### src/rtl/fp_norm_pack_pkg.sv
// fp_norm_pack_pkg: shared types, constants and field helpers for the FP add/sub post-adder stage
package fp_norm_pack_pkg;
  localparam int MANT_W = 24;
  localparam int EXP_W = 8;
  localparam logic [EXP_W-1:0] EXP_MAX = 8'hFF;
  localparam logic [31:0] QNAN = 32'h7FC0_0000;
  typedef enum logic [1:0] {IDLE, SEL, NORM, DONE} state_t;
  typedef struct packed {
    logic s;
    logic [EXP_W-1:0] e;
    logic [MANT_W-2:0] f;
  } fp_t;
  // e is 10-bit two's complement so underflow below 1 stays visible
  typedef struct packed {
    logic s;
    logic [EXP_W+1:0] e;
    logic [MANT_W-1:0] m;
  } res_t;
  function automatic logic is_nan(fp_t x);
    return x.e == EXP_MAX && x.f != '0;
  endfunction
  function automatic logic is_inf(fp_t x);
    return x.e == EXP_MAX && x.f == '0;
  endfunction
  function automatic logic is_zero(fp_t x);
    return x.e == '0;
  endfunction
  function automatic res_t mk_res(logic s, logic [EXP_W-1:0] e, logic [MANT_W-1:0] m);
    return '{s: s, e: {2'b00, e}, m: m};
  endfunction
endpackage

### src/rtl/fp_norm_pack_cand_select.sv
// fp_norm_pack_cand_select: picks the adder candidate for operand order and effective op, then resolves carry/borrow
module fp_norm_pack_cand_select
  import fp_norm_pack_pkg::*;
(
  input  fp_t                    a,
  input  fp_t                    b,
  input  logic                   op,
  input  logic [7:0][MANT_W-1:0] f,
  input  logic [7:0]             cy,
  output logic                   a_ge,
  output logic                   eff_sub,
  output logic                   s_b,
  output logic                   s_l,
  output logic [EXP_W-1:0]       e_l,
  output logic [EXP_W-1:0]       d_e,
  output logic [MANT_W-1:0]      m,
  output logic                   s,
  output logic                   inc
);
  logic [2:0] idx;
  logic [MANT_W-1:0] cand;
  logic c;
  always_comb begin
    a_ge = a.e >= b.e;
    s_b = b.s ^ op;
    eff_sub = a.s ^ s_b;
    s_l = a_ge ? a.s : s_b;
    e_l = a_ge ? a.e : b.e;
    d_e = a_ge ? a.e - b.e : b.e - a.e;
    // index 0..3 = f1..f4 (A larger), 4..7 = f5..f8 (B larger)
    idx = {~a_ge, s_l ^ eff_sub, eff_sub};
    cand = f[idx];
    c = cy[idx];
    inc = c & ~eff_sub;
    m = inc ? {1'b1, cand[MANT_W-1:1]} : (c & eff_sub) ? -cand : cand;
    s = (c & eff_sub) ? ~s_l : s_l;
  end
endmodule

### src/rtl/fp_norm_pack.sv
// fp_norm_pack: selects the adder candidate, handles specials, normalises one bit per cycle and packs an IEEE-754 single
module fp_norm_pack
  import fp_norm_pack_pkg::*;
(
  input  logic        clk,
  input  logic        rst,
  input  logic        in_valid,
  output logic        in_ready,
  input  logic [31:0] in_a,
  input  logic [31:0] in_b,
  input  logic        in_op,
  input  logic [23:0] in_f1,
  input  logic [23:0] in_f2,
  input  logic [23:0] in_f3,
  input  logic [23:0] in_f4,
  input  logic [23:0] in_f5,
  input  logic [23:0] in_f6,
  input  logic [23:0] in_f7,
  input  logic [23:0] in_f8,
  input  logic [7:0]  in_cy,
  output logic        out_valid,
  input  logic        out_ready,
  output logic [31:0] out_data
);
  state_t state_q, state_d;
  fp_t a_q, a_d, b_q, b_d;
  logic op_q, op_d;
  logic [7:0][MANT_W-1:0] f_q, f_d;
  logic [7:0] cy_q, cy_d;
  res_t r_q, r_d;
  logic a_ge, eff_sub, s_b, s_l, s_m, inc, norm_ok, flush;
  logic [EXP_W-1:0] e_l, d_e;
  logic [MANT_W-1:0] m, m_sh;
  logic [EXP_W+1:0] e_inc, e_dec;
  fp_norm_pack_cand_select u_sel (
    .a       (a_q),
    .b       (b_q),
    .op      (op_q),
    .f       (f_q),
    .cy      (cy_q),
    .a_ge    (a_ge),
    .eff_sub (eff_sub),
    .s_b     (s_b),
    .s_l     (s_l),
    .e_l     (e_l),
    .d_e     (d_e),
    .m       (m),
    .s       (s_m),
    .inc     (inc)
  );
  assign in_ready = state_q == IDLE;
  assign out_valid = state_q == DONE;
  assign out_data = {r_q.s, r_q.e[EXP_W-1:0], r_q.m[MANT_W-2:0]};
  always_comb begin
    state_d = state_q;
    a_d = a_q;
    b_d = b_q;
    op_d = op_q;
    f_d = f_q;
    cy_d = cy_q;
    r_d = r_q;
    e_inc = {2'b00, e_l} + {9'd0, inc};
    m_sh = r_q.m << 1;
    e_dec = r_q.e - 10'd1;
    norm_ok = m_sh[MANT_W-1] && $signed(e_dec) >= 10'sd1;
    flush = !norm_ok && $signed(e_dec) <= 10'sd1;
    case (state_q)
      IDLE: if (in_valid) begin
        a_d = in_a;
        b_d = in_b;
        op_d = in_op;
        f_d = {in_f8, in_f7, in_f6, in_f5, in_f4, in_f3, in_f2, in_f1};
        cy_d = in_cy;
        state_d = SEL;
      end
      SEL: begin
        state_d = DONE;
        if (is_nan(a_q) || is_nan(b_q) || (is_inf(a_q) && is_inf(b_q) && eff_sub))
          r_d = mk_res(QNAN[31], QNAN[30:23], {1'b0, QNAN[22:0]});
        else if (is_inf(a_q))
          r_d = mk_res(a_q.s, EXP_MAX, '0);
        else if (is_inf(b_q))
          r_d = mk_res(s_b, EXP_MAX, '0);
        else if (is_zero(a_q) && is_zero(b_q))
          r_d = '0;
        else if (is_zero(a_q))
          r_d = mk_res(s_b, b_q.e, {1'b1, b_q.f});
        else if (is_zero(b_q))
          r_d = mk_res(a_q.s, a_q.e, {1'b1, a_q.f});
        else if (d_e >= 8'd24)
          r_d = a_ge ? mk_res(s_l, a_q.e, {1'b1, a_q.f}) : mk_res(s_l, b_q.e, {1'b1, b_q.f});
        else if (e_inc == 10'd255)
          r_d = mk_res(s_m, EXP_MAX, '0);
        else if (m == '0)
          r_d = '0;
        else begin
          r_d = res_t'{s: s_m, e: e_inc, m: m};
          state_d = m[MANT_W-1] ? DONE : NORM;
        end
      end
      NORM: begin
        r_d = flush ? res_t'{s: r_q.s, e: '0, m: '0} : res_t'{s: r_q.s, e: e_dec, m: m_sh};
        state_d = (norm_ok || flush) ? DONE : NORM;
      end
      DONE: state_d = out_ready ? IDLE : DONE;
      default: state_d = IDLE;
    endcase
  end
  always_ff @(posedge clk or posedge rst)
    if (rst) begin
      state_q <= IDLE;
      a_q <= '0;
      b_q <= '0;
      op_q <= 1'b0;
      f_q <= '0;
      cy_q <= '0;
      r_q <= '0;
    end else begin
      state_q <= state_d;
      a_q <= a_d;
      b_q <= b_d;
      op_q <= op_d;
      f_q <= f_d;
      cy_q <= cy_d;
      r_q <= r_d;
    end
endmodule

### config.mk
export PLATFORM = sky130hd
export DESIGN_NAME = fp_norm_pack
export DESIGN_NICKNAME = d
export VERILOG_FILES = /design/src/rtl/fp_norm_pack_pkg.sv /design/src/rtl/fp_norm_pack_cand_select.sv /design/src/rtl/fp_norm_pack.sv
export SDC_FILE = /design/constraint.sdc
export NUM_CORES = 1
export LEC_CHECK = 0
export CAP_MARGIN = 25
export CORE_AREA = 2 2 235 237
export CTS_BUF_LIST = sky130_fd_sc_hd__clkbuf_4
export DETAILED_ROUTE_END_ITERATION = 16
export DIE_AREA = 0 0 237 239
export SYNTH_ARGS = -nofsm -noshare
export SYNTH_HDL_FRONTEND = slang
export SYNTH_SLANG_ARGS = --single-unit
### constraint.sdc
create_clock -name clk -period 18.5 [get_ports clk]
set_input_delay 4.625 -clock clk [delete_from_list [all_inputs] [get_ports clk]]
set_output_delay 4.625 -clock clk [all_outputs]
set_load 0.02 [all_outputs]
==> results of run 1 <==
worst register-to-register path, delay by kind of cell, from the launching register on:
kind / cells / cell delay (ns)
AOI/OAI and AO/OA: 8 / 2.27
xor gates and xnor gates: 1 / 0.15
adders and majority gates: 3 / 1.19
buffers and inverters: 3 / 0.74
DFF: 1 / 0.59
and+or+nand+nor: 6 / 2.19
cell type report:
| class | count | area, µm² |
|---|---|---|
| Fill cell | 5219 | 31600 |
| Multi-Input combinational cell | 1181 | 9810 |
| Sequential cell | 301 | 7540 |
| Timing Repair Buffer | 323 | 3210 |
| Clock buffer | 129 | 968 |
| Tap cell | 704 | 881 |
| Clock inverter | 25 | 191 |
| Inverter | 36 | 143 |
| Antenna cell | 2 | 5.00 |
kinds of logic (layout without fill, tap and decap cells):
| group | count (synthesis) | after routing | share of synthesized area, % |
|---|---|---|---|
| simple gates | 394 | 394 | 11.3 |
| compound gates | 349 | 349 | 13.7 |
| xor+xnor | 18 | 18 | 0.909 |
| buf+inv | 181 | 513 | 4.79 |
| other cells | 0 | 2 | 0 |
| mux | 395 | 395 | 26.1 |
| flops | 301 | 301 | 41.5 |
| fa+ha+maj | 25 | 25 | 1.72 |
through the flow:
step | hold slack [ns] | cells | area [µm²]
after global placement | 0.480 | 2544 | 21600
after global routing | 0.510 | 2701 | 22700
after detailed placement | 0.487 | 2544 | 21600
final | 0.498 | 2701 | 22700
after floorplan | 0.465 | 1663 | 18200
after CTS | 0.501 | 2698 | 22700
state kept, by name (all words and copies together) (netlist names):
signal and flops:
out_data 32, a_q 32, state_q 2, f_q 192, b_q 32, cy_q 8, op_q 1, r_q 2
synthesized netlist by cell type, types with 27 or more instances:
| library cell | count | area (µm²) |
|---|---|---|
| nand2_1 | 95 | 357 |
| buf_4 | 34 | 255 |
| mux2_2 | 289 | 3250 |
| inv_1 | 35 | 131 |
| mux2i_1 | 73 | 731 |
| mux4_2 | 27 | 608 |
| o22ai_1 | 32 | 200 |
| nor2_1 | 65 | 244 |
| a21oi_1 | 60 | 300 |
| o21ai_0 | 56 | 280 |
| nor3_1 | 46 | 230 |
| nand3_1 | 46 | 230 |
| clkbuf_1 | 88 | 330 |
| dfrtp_1 | 301 | 7530 |
worst paths after layout:
check	from	endpoint	slack [ns]	cells after the start
max in group asynchronous	rst	f_q[43]	12.52	3
worst max register to register	a_q[24]	out_data[10]	11.28	21
min in group asynchronous	rst	b_q[23]	4.38	2
worst max-delay path	a_q[24]	out_data[10]	11.28	21
worst min-delay path	f_q[173]	f_q[173]	0.50	1
worst min register to register	f_q[173]	f_q[173]	0.50	1
placed cells by master, fill, tap and decap left out, types with 8 or more instances in the layout:
| cell | instances |
|---|---|
| nand2_1 | 93 |
| a211oi_1 | 17 |
| dfrtp_1 | 300 |
| clkdlybuf4s50_1 | 302 |
| a21o_1 | 9 |
| o22ai_1 | 32 |
| o21ai_0 | 56 |
| clkbuf_4 | 129 |
| nand4_1 | 21 |
| nand3_1 | 46 |
| mux2i_1 | 73 |
| nor3_1 | 46 |
| o21a_1 | 8 |
| o221a_2 | 10 |
| mux2_2 | 289 |
| o211ai_1 | 15 |
| nor4_1 | 25 |
| a221oi_1 | 14 |
| or3_1 | 15 |
| ha_1 | 25 |
| clkinv_1 | 12 |
| and2_1 | 10 |
| a21oi_1 | 59 |
| o31ai_1 | 13 |
| a22oi_1 | 15 |
| buf_4 | 19 |
| nand2b_1 | 11 |
| mux4_2 | 27 |
| o221ai_1 | 11 |
| nor2_1 | 64 |
| a31oi_1 | 9 |
| xnor2_1 | 16 |
| and3_1 | 10 |
| inv_1 | 34 |
| or2_2 | 9 |
| a221o_1 | 12 |
routing by layer:
metal,GRT usage [%],routed length (µm),up-vias
met4,5.72,995,8
met1,28.1,26300,7530
met5,0,47,-
met3,5.25,4410,86
met2,34.1,28600,595
li1,-,-,6886
==> summary.md, run 1 <==
| Metric | Value |
|---|---|
| Status | `completed` |
| Synth warn | `0` |
| Fin. max-slew vios | `0` |
| Antenna viol nets, final | `0` |
| Final nets | `2224` |
| Worst EP arrival | `7.95 ns` |
| Unique masters post-synth | `95` |
| Clock Latency Late Sink | `0.82 ns` |
| Row count | `86` |
| Final WS setup | `11.28 ns` |
| Root Buffer | `clkbuf_4` |
| Port bufs | `302` |
| Syn Area/Cell | `10.9 µm²` |
| Normalized max-slew margin | `25.0%` |
| Crit. End Element | `flop` |
| Wire per inst | `22.3 µm` |
| GR Overflow Total | `0` |
| P&R area growth vs syn | `25.2%` |
| Die W | `237 µm` |
| Vias per cell | `5.59` |
| Pre-antenna DRT Iters | `5` |
| DR DRC count | `0` |
| Seq/Total Area, Yosys | `41.5%` |
| Final setup viols | `0` |
| Final-report hold violation count | `0` |
| Die area | `56600 µm²` |
| Synth Cell Area | `18200 µm²` |
| Worst-margin pin slew | `1.12 ns` |
| Total track usage | `21.1%` |
| Post-Syn Instances | `1663` |
| Worst Skew | `0.0561 ns` |
| PostCTS Resize Cnt | `0` |
| Critical path buffers and inverters | `3` |
| Clock sinks | `301` |
| Min-Delay Path Class | `flop to flop` |
| Placeable core area | `54300 µm²` |
| Crit path max fanout | `20` |
| CP top delay family | `compound AO/OA/AOI/OAI gates` |
| Period utilization | `39.0%` |
| Die Y-Extent | `239 µm` |
| Vias in the first global route | `15100` |
| Post-synthesis register bit count | `301` |
| Final TNS setup | `0 ns` |
| Largest net degree at the start of global routing | `182` |
| Drt initial violations | `1100` |
| Post-Place Setup Slack | `10.69 ns` |
| Syn Nets | `1957` |
| Number of synthesized flops with an enable pin | `0` |
| CTS clk-pin slew, worst paths | `0.06 ns` |
| Post-synth top flop | `dfrtp_1` |
| Util after Layout | `41.9%` |
| Post-CTS setup buffer count | `0` |
| Crit-path cells | `inv_1 -> ha_1 -> nor2b_1 -> o211ai_1 -> a21o_1 -> buf_4 -> and3_1 -> o21ai_1 -> inv_1 -> ha_1 -> ha_1 -> nand3_1 -> xnor2_1 -> o2111ai_1 -> o41ai_1 -> and4_1 -> o211ai_1 -> nand3_1 -> o221a_2 -> nor3_1 -> a221o_1` |
| Initial antenna violation count | `5` |
| Setup Crit Path Kind | `flop to flop` |
| FMAX | `139 MHz` |
| Share of synthesized registers carrying an async set or reset | `100%` |
| H-tree depth | `3` |
| CTS Buffer Depth | `3` |
| Critical Path RT | `19.24 ns` |
| Number of CTS-inserted buffers | `87` |
| Minimum clock period | `7.22 ns` |
| MaxCap Viol Count | `0` |
| Largest stage delay, worst path | `0.90 ns` |
| Most Frequent Cell on Critical Path | `ha_1` |
| Hold_buf cts | `0` |
| Share of cells above drive strength 1 | `26.3%` |
| First-pass GRT wire length | `91600 µm` |
| WL final | `60300 µm` |
| Unrepaired setup endpoints after global routing | `no` |
| Vias | `15100` |
| CP max-delay cell | `nand3_1` |
| Critical Path Start Type | `flop` |
| GPL Wtd Cong | `0.908` |
| Initial Util | `33.4%` |
| CTS tree | `built` |
| DP HPWL | `44200 µm` |
| Ports | `303` |
Power of run 1 is left out: the tool's default activity adds up to more than one toggle a clock period on the data nets, which glitch-free logic cannot reach.
==> inputs of run 2 (changes only) <==
==> constraint.sdc (replaced) <==
create_clock -name clk -period 7.3 [get_ports clk]
set_input_delay 1.825 -clock clk [delete_from_list [all_inputs] [get_ports clk]]
set_output_delay 1.825 -clock clk [all_outputs]
set_load 0.02 [all_outputs]
==> run 2 against run 1 <==
  * Clock skew increased by 0.0064 ns
  * Global-route usage increased by 0.90 points
  * Hold slack about the same
  * Sequential cell count unchanged
  * Design area hardly changed
  * Highest routed layer unchanged
  * Clock-buffer cell count up 2
  * Critical path depth down 2
  * Register-to-register slack worse by 10 ns
==> summary.md, run 2 (synthesized netlist as in run 1, its figures left out) <==
| Metric | Value |
|---|---|
| Status | `completed` |
| Post-CTS setup buffer count | `0 (unchanged)` |
| Root Buffer | `clkbuf_4` |
| Crit. End Element | `flop` |
| Multi-input combinational cell area | `9810 µm² (unchanged)` |
| DP HPWL | `46400 µm (+5.0%)` |
| Die Y-Extent | `239 µm (unchanged)` |
| MaxCap Viol Count | `0 (unchanged)` |
| Worst r2r dst | `out_data[29]` |
| Largest net degree at the start of global routing | `158 (-13%)` |
| Final setup viols | `0 (unchanged)` |
| Crit path max fanout | `14 (-30%)` |
| Largest stage delay, worst path | `0.57 ns (-0.33 ns)` |
| Commonest non-fill, non-tap cell in the layout | `clkdlybuf4s50_1` |
| Initial antenna violation count | `12 (+7)` |
| PostCTS Resize Cnt | `0 (unchanged)` |
| Final-report hold violation count | `0 (unchanged)` |
| Minimum clock period | `6.16 ns (-1.06 ns)` |
| Placeable core area | `54300 µm² (unchanged)` |
| Worst setup path end | `out_data[29]` |
| Worst-margin pin slew | `0.939 ns (-0.186 ns)` |
| Period utilization | `84.4% (+45 points)` |
| Antenna viol nets, final | `0 (unchanged)` |
| Final TNS setup | `0 ns (unchanged)` |
| Port bufs | `302 (unchanged)` |
| Reg area | `7540 µm² (unchanged)` |
| Critical Path RT | `7.99 ns (-11.25 ns)` |
| Critical path buffers and inverters | `3 (unchanged)` |
| Biggest register | `f_q` |
| Worst Skew | `0.0625 ns (+0.00635 ns)` |
| CTS Buffer Depth | `3 (unchanged)` |
| Die W | `237 µm (unchanged)` |
| Min-Delay Path Class | `flop to flop` |
| Clock Latency Late Sink | `0.86 ns (+0.04 ns)` |
| Total track usage | `22.0% (+0.90 points)` |
| Final nets | `2231 (+0.31%)` |
| Ports | `303 (unchanged)` |
| FMAX | `162 MHz (+17%)` |
| CP max-delay cell | `or4_4` |
| FF-to-FF setup slack | `1.14 ns (-10.14 ns)` |
| H-tree depth | `3 (unchanged)` |
| Wire per inst | `23.1 µm (+3.3%)` |
| Most frequent cells in the layout | `clkdlybuf4s50_1, dfrtp_1, mux2_2, clkbuf_4, nand2_1` |
| Unrepaired setup endpoints after global routing | `no` |
| Worst path depth | `19 (-9.5%)` |
| Row count | `86 (unchanged)` |
| DR DRC count | `0 (unchanged)` |
| Largest register FFs | `192 (unchanged)` |
| Initial Util | `33.4% (unchanged)` |
| Vias per cell | `5.61 (+0.38%)` |
| GR Overflow Total | `0 (unchanged)` |
| Normalized max-slew margin | `37.4% (+12 points)` |
| CP top delay family | `simple AND/OR/NAND/NOR gates` |
| Die area | `56600 µm² (unchanged)` |
| Setup Crit Path Kind | `flop to flop` |
| Vias | `15200 (+0.90%)` |
| # fillers | `5270 (+0.98%)` |
| Critical Path Start Type | `flop` |
| Clock sinks | `301 (unchanged)` |
| Drt initial violations | `1189 (+8.1%)` |
| Share of cells above drive strength 1 | `26.3% (about the same)` |
| CTS clk-pin slew, worst paths | `0.07 ns (about the same)` |
| R2r startpoint | `a_q[24]` |
| CTS tree | `built` |
| Number of CTS-inserted buffers | `88 (+1.1%)` |
| Pre-antenna DRT Iters | `6 (+1)` |
| Crit-path cells | `inv_1 -> ha_1 -> nor2b_1 -> o211ai_1 -> a21o_1 -> buf_4 -> nand2_2 -> mux2_2 -> inv_1 -> ha_1 -> or4b_1 -> or2_1 -> o22ai_4 -> nand2_2 -> mux2_4 -> a211o_1 -> or4_4 -> nor3_4 -> o21ai_1` |
| Hold_buf cts | `0 (unchanged)` |
| Path depth of the worst reg2reg path | `19 (-9.5%)` |
| Worst EP arrival | `6.85 ns (-1.10 ns)` |
| Fin. max-slew vios | `0 (unchanged)` |
| P&R area growth vs syn | `25.3% (about the same)` |
| GPL Wtd Cong | `0.924 (+1.7%)` |
| Vias in the first global route | `15500 (+3.1%)` |
| CP Launch Point | `a_q[24]` |
| First-pass GRT wire length | `94800 µm (+3.4%)` |
| WL final | `62700 µm (+3.9%)` |
[run 2: worst register-to-register path, stage by stage (launching register included)]
cell	delay (ns)
dfrtp_1	0.48
inv_1	0.13
ha_1	0.34
nor2b_1	0.15
o211ai_1	0.38
a21o_1	0.45
buf_4	0.32
nand2_2	0.10
mux2_2	0.35
inv_1	0.08
ha_1	0.45
or4b_1	0.52
or2_1	0.28
o22ai_4	0.22
nand2_2	0.09
mux2_4	0.31
a211o_1	0.29
or4_4	0.57
nor3_4	0.36
o21ai_1	0.14
[run 2: area by class of cell]
type,instances,area share (%)
inverter,36,0.610
clock inverter,25,0.583
antenna,8,0.0879
clock buffer,131,4.32
sequential,301,33.1
tap,704,3.87
timing repair buffer,329,14.3
multi-input combinational,1181,43.1
[run 2: per-stage QoR]
stage               worst slack, ns  util (%)  hold WS, ns  std cells  instance area (µm²)
floorplan                      1.47         -        0.465       1663                18200
detailed placement             1.29      39.8        0.490       2551                21600
global route                  0.790      41.9        0.512       2712                22800
global placement               1.51      39.8        0.479       2551                21600
CTS                            1.23      41.9        0.504       2707                22700
finish                         1.14      41.9        0.498       2715                22800
[run 2: metal layers]
metal	wire [µm]	track usage [%]	vias to the layer above	share of wire (%)
li1	-	-	6908	-
met1	26200	27.8	7541	42
met2	29200	35.2	660	47
met3	5780	7.81	118	9.2
met4	1390	6.64	14	2.2
met5	91	0	-	0.15
[run 2: how the worst min path moves through the flow]
stage,startpoint,end,cells past startpoint
floorplan,out_data[31],out_data[31],2
global placement,f_q[153],f_q[153],1
detailed placement,f_q[134],f_q[134],1
CTS,f_q[80],f_q[80],1
global route,f_q[71],f_q[71],1
finish,f_q[56],f_q[56],1
Power of run 2 is left out for the same reason.
==> inputs of run 3 (changes only) <==
==> constraint.sdc (replaced) <==
create_clock -name clk -period 5.3 [get_ports clk]
set_input_delay 1.325 -clock clk [delete_from_list [all_inputs] [get_ports clk]]
set_output_delay 1.325 -clock clk [all_outputs]
set_load 0.02 [all_outputs]
==> run 3 against run 2 <==
  * Wire length increased by 0.67%
  * Critical path depth down 1
  * First-iteration DRC count is 1.3% lower
  * Hold slack improved by 0.0021 ns
  * Maximum frequency rose by 23%
  * Critical path type unchanged
  * Clock-buffer cell count fell by 7
  * Global-route usage is essentially flat
  * Register-to-register slack got worse by 0.84 ns
  * Clock skew up 0.011 ns
  * Highest routed layer unchanged
  * Design area up 2.0%
  * Sequential cell count unchanged
==> summary.md, run 3 (synthesized netlist as in run 1, its figures left out) <==
| Metric | Value |
|---|---|
| Clock Latency Late Sink | `0.87 ns (about the same)` |
| Status | `completed` |
| CTS tree | `built` |
| FMAX | `200 MHz (+23%)` |
| Path depth of the worst reg2reg path | `18 (-1)` |
| WL final | `63100 µm (+0.67%)` |
| Critical path buffers and inverters | `2 (-1)` |
| Final setup viols | `0 (unchanged)` |
| Die Y-Extent | `239 µm (unchanged)` |
| Commonest non-fill, non-tap cell in the layout | `clkdlybuf4s50_1` |
| R2r startpoint | `a_q[25]` |
| P&R area growth vs syn | `27.8%` |
| FF-to-FF setup slack | `0.30 ns (-0.84 ns)` |
| Largest stage delay, worst path | `0.57 ns (about the same)` |
| First-pass GRT wire length | `95400 µm (+0.60%)` |
| Total track usage | `22.0% (+0.049 points)` |
| CP Launch Point | `a_q[25]` |
| Worst r2r dst | `out_data[30]` |
| Fin. max-slew vios | `0 (unchanged)` |
| Vias | `15400 (+1.3%)` |
| Worst Skew | `0.0739 ns (+0.0114 ns)` |
| Biggest register | `f_q` |
| Vias per cell | `5.61 (about the same)` |
| Pre-antenna DRT Iters | `5 (-1)` |
| DP HPWL | `47900 µm (+3.3%)` |
| Most frequent cells in the layout | `clkdlybuf4s50_1, dfrtp_1, mux2_2, clkbuf_4, nand2_1` |
| Die W | `237 µm (unchanged)` |
| Final WS setup | `0.298 ns (-0.843 ns)` |
| Drt initial violations | `1173 (-1.3%)` |
| Wire per inst | `22.9 µm (-0.76%)` |
| Port bufs | `302 (unchanged)` |
| Worst setup path end | `out_data[30]` |
| Die area | `56600 µm² (unchanged)` |
| Critical Path Start Type | `flop` |
| Setup Crit Path Kind | `flop to flop` |
| Unrepaired setup endpoints after global routing | `no` |
| GR Overflow Total | `0 (unchanged)` |
| Placeable core area | `54300 µm² (unchanged)` |
| Post-Place Setup Slack | `0.147 ns (-1.14 ns)` |
| Normalized max-slew margin | `38.0% (+0.54 points)` |
| Met2 WL post-DR | `29500 µm (+0.90%)` |
| Clock sinks | `301 (unchanged)` |
| Vias in the first global route | `15900 (+2.3%)` |
| MaxCap Viol Count | `0 (unchanged)` |
| CP max-delay cell | `or4_4` |
| Crit. End Element | `flop` |
| H-tree depth | `3 (unchanged)` |
| CTS clk-pin slew, worst paths | `0.06 ns (about the same)` |
| Root Buffer | `clkbuf_4` |
| Largest net degree at the start of global routing | `100 (-37%)` |
| GPL Wtd Cong | `0.950 (+2.8%)` |
| Share of cells above drive strength 1 | `28.3% (+2.0 points)` |
| Period utilization | `94.4% (+10 points)` |
| Largest register FFs | `192 (unchanged)` |
| Critical Path RT | `6.00 ns (-1.99 ns)` |
| # fillers | `5222 (-0.91%)` |
| Min-Delay Path Class | `flop to flop` |
| Reg area | `7540 µm² (about the same)` |
| Hold_buf cts | `0 (unchanged)` |
| Multi-input combinational cell area | `9830 µm² (+0.18%)` |
| Antenna viol nets, final | `0 (unchanged)` |
| Minimum clock period | `5.00 ns (-1.16 ns)` |
| Initial Util | `33.4% (unchanged)` |
| Crit path max fanout | `6 (-8)` |
| M1 WL | `26900 µm (+2.6%)` |
| Met3 wire length | `4930 µm (-15%)` |
| Top sig layer | `met5` |
| CTS Buffer Depth | `3 (unchanged)` |
| Worst path depth | `18 (-1)` |
| Number of CTS-inserted buffers | `85 (-3.4%)` |
| Initial antenna violation count | `7 (-5)` |
| DR DRC count | `0 (unchanged)` |
| Worst EP arrival | `5.70 ns (-1.15 ns)` |
| Final-report hold violation count | `0 (unchanged)` |
| Crit-path cells | `inv_1 -> ha_1 -> nand4_1 -> and2_1 -> a21o_1 -> nand2_2 -> mux2_2 -> inv_1 -> ha_4 -> or4b_1 -> or2_1 -> o22ai_4 -> nand2_2 -> mux2_4 -> a211o_1 -> or4_4 -> nor3_4 -> o311ai_1` |
| Worst-margin pin slew | `0.928 ns (-0.0104 ns)` |
| Row count | `86 (unchanged)` |
| CP top delay family | `simple AND/OR/NAND/NOR gates` |
| Ports | `303 (unchanged)` |
| Final nets | `2283 (+2.3%)` |
==> run 3: what timing repair did <==
action / 4_1_cts / 5_1_grt
endpoints found under the setup margin: 0 / 12
resized for setup: 0 / 8
buffers inserted: 0 / 1
==> run 3: how the worst min path moves through the flow <==
stage                              end    startpoint  cells after the start  slack (ns)
after floorplan           out_data[31]  out_data[31]                      2        0.46
after global placement        f_q[140]      f_q[140]                      1        0.48
after detailed placement       f_q[38]       f_q[38]                      1        0.49
after CTS                     f_q[125]      f_q[125]                      1        0.50
after global routing          f_q[110]      f_q[110]                      1        0.51
final                         f_q[134]      f_q[134]                      1        0.50
==> run 3: stage by stage <==
| step | std cells | TNS, ns | hold slack [ns] | util, % | area (µm²) |
|---|---|---|---|---|---|
| finish | 2754 | 0 | 0.500 | 42.7 | 23200 |
| global route | 2752 | 0 | 0.515 | 42.7 | 23200 |
| CTS | 2750 | 0 | 0.502 | 42.6 | 23200 |
| detailed placement | 2605 | 0 | 0.488 | 40.7 | 22100 |
| global placement | 2605 | 0 | 0.480 | 40.7 | 22100 |
| floorplan | 1663 | -7.84 | 0.465 | - | 18200 |
==> run 3: final cells by class <==
class                   instances  area share, %
diodes                          3         0.0323
clock buffers                 124           4.01
clock inverters                21          0.523
inverters                      36          0.598
multi-input cells            1181           42.3
flip-flops and latches        301           32.5
well taps                     704           3.79
repair buffers                384           16.2
==> run 3: layer usage <==
metal | GRT usage (%) | vias to the layer above
met1 | 28.4 | 7594
met5 | 0 | -
met3 | 5.82 | 131
li1 | - | 7013
met2 | 35.8 | 698
met4 | 7.71 | 10
Power of run 3 is left out for the same reason.
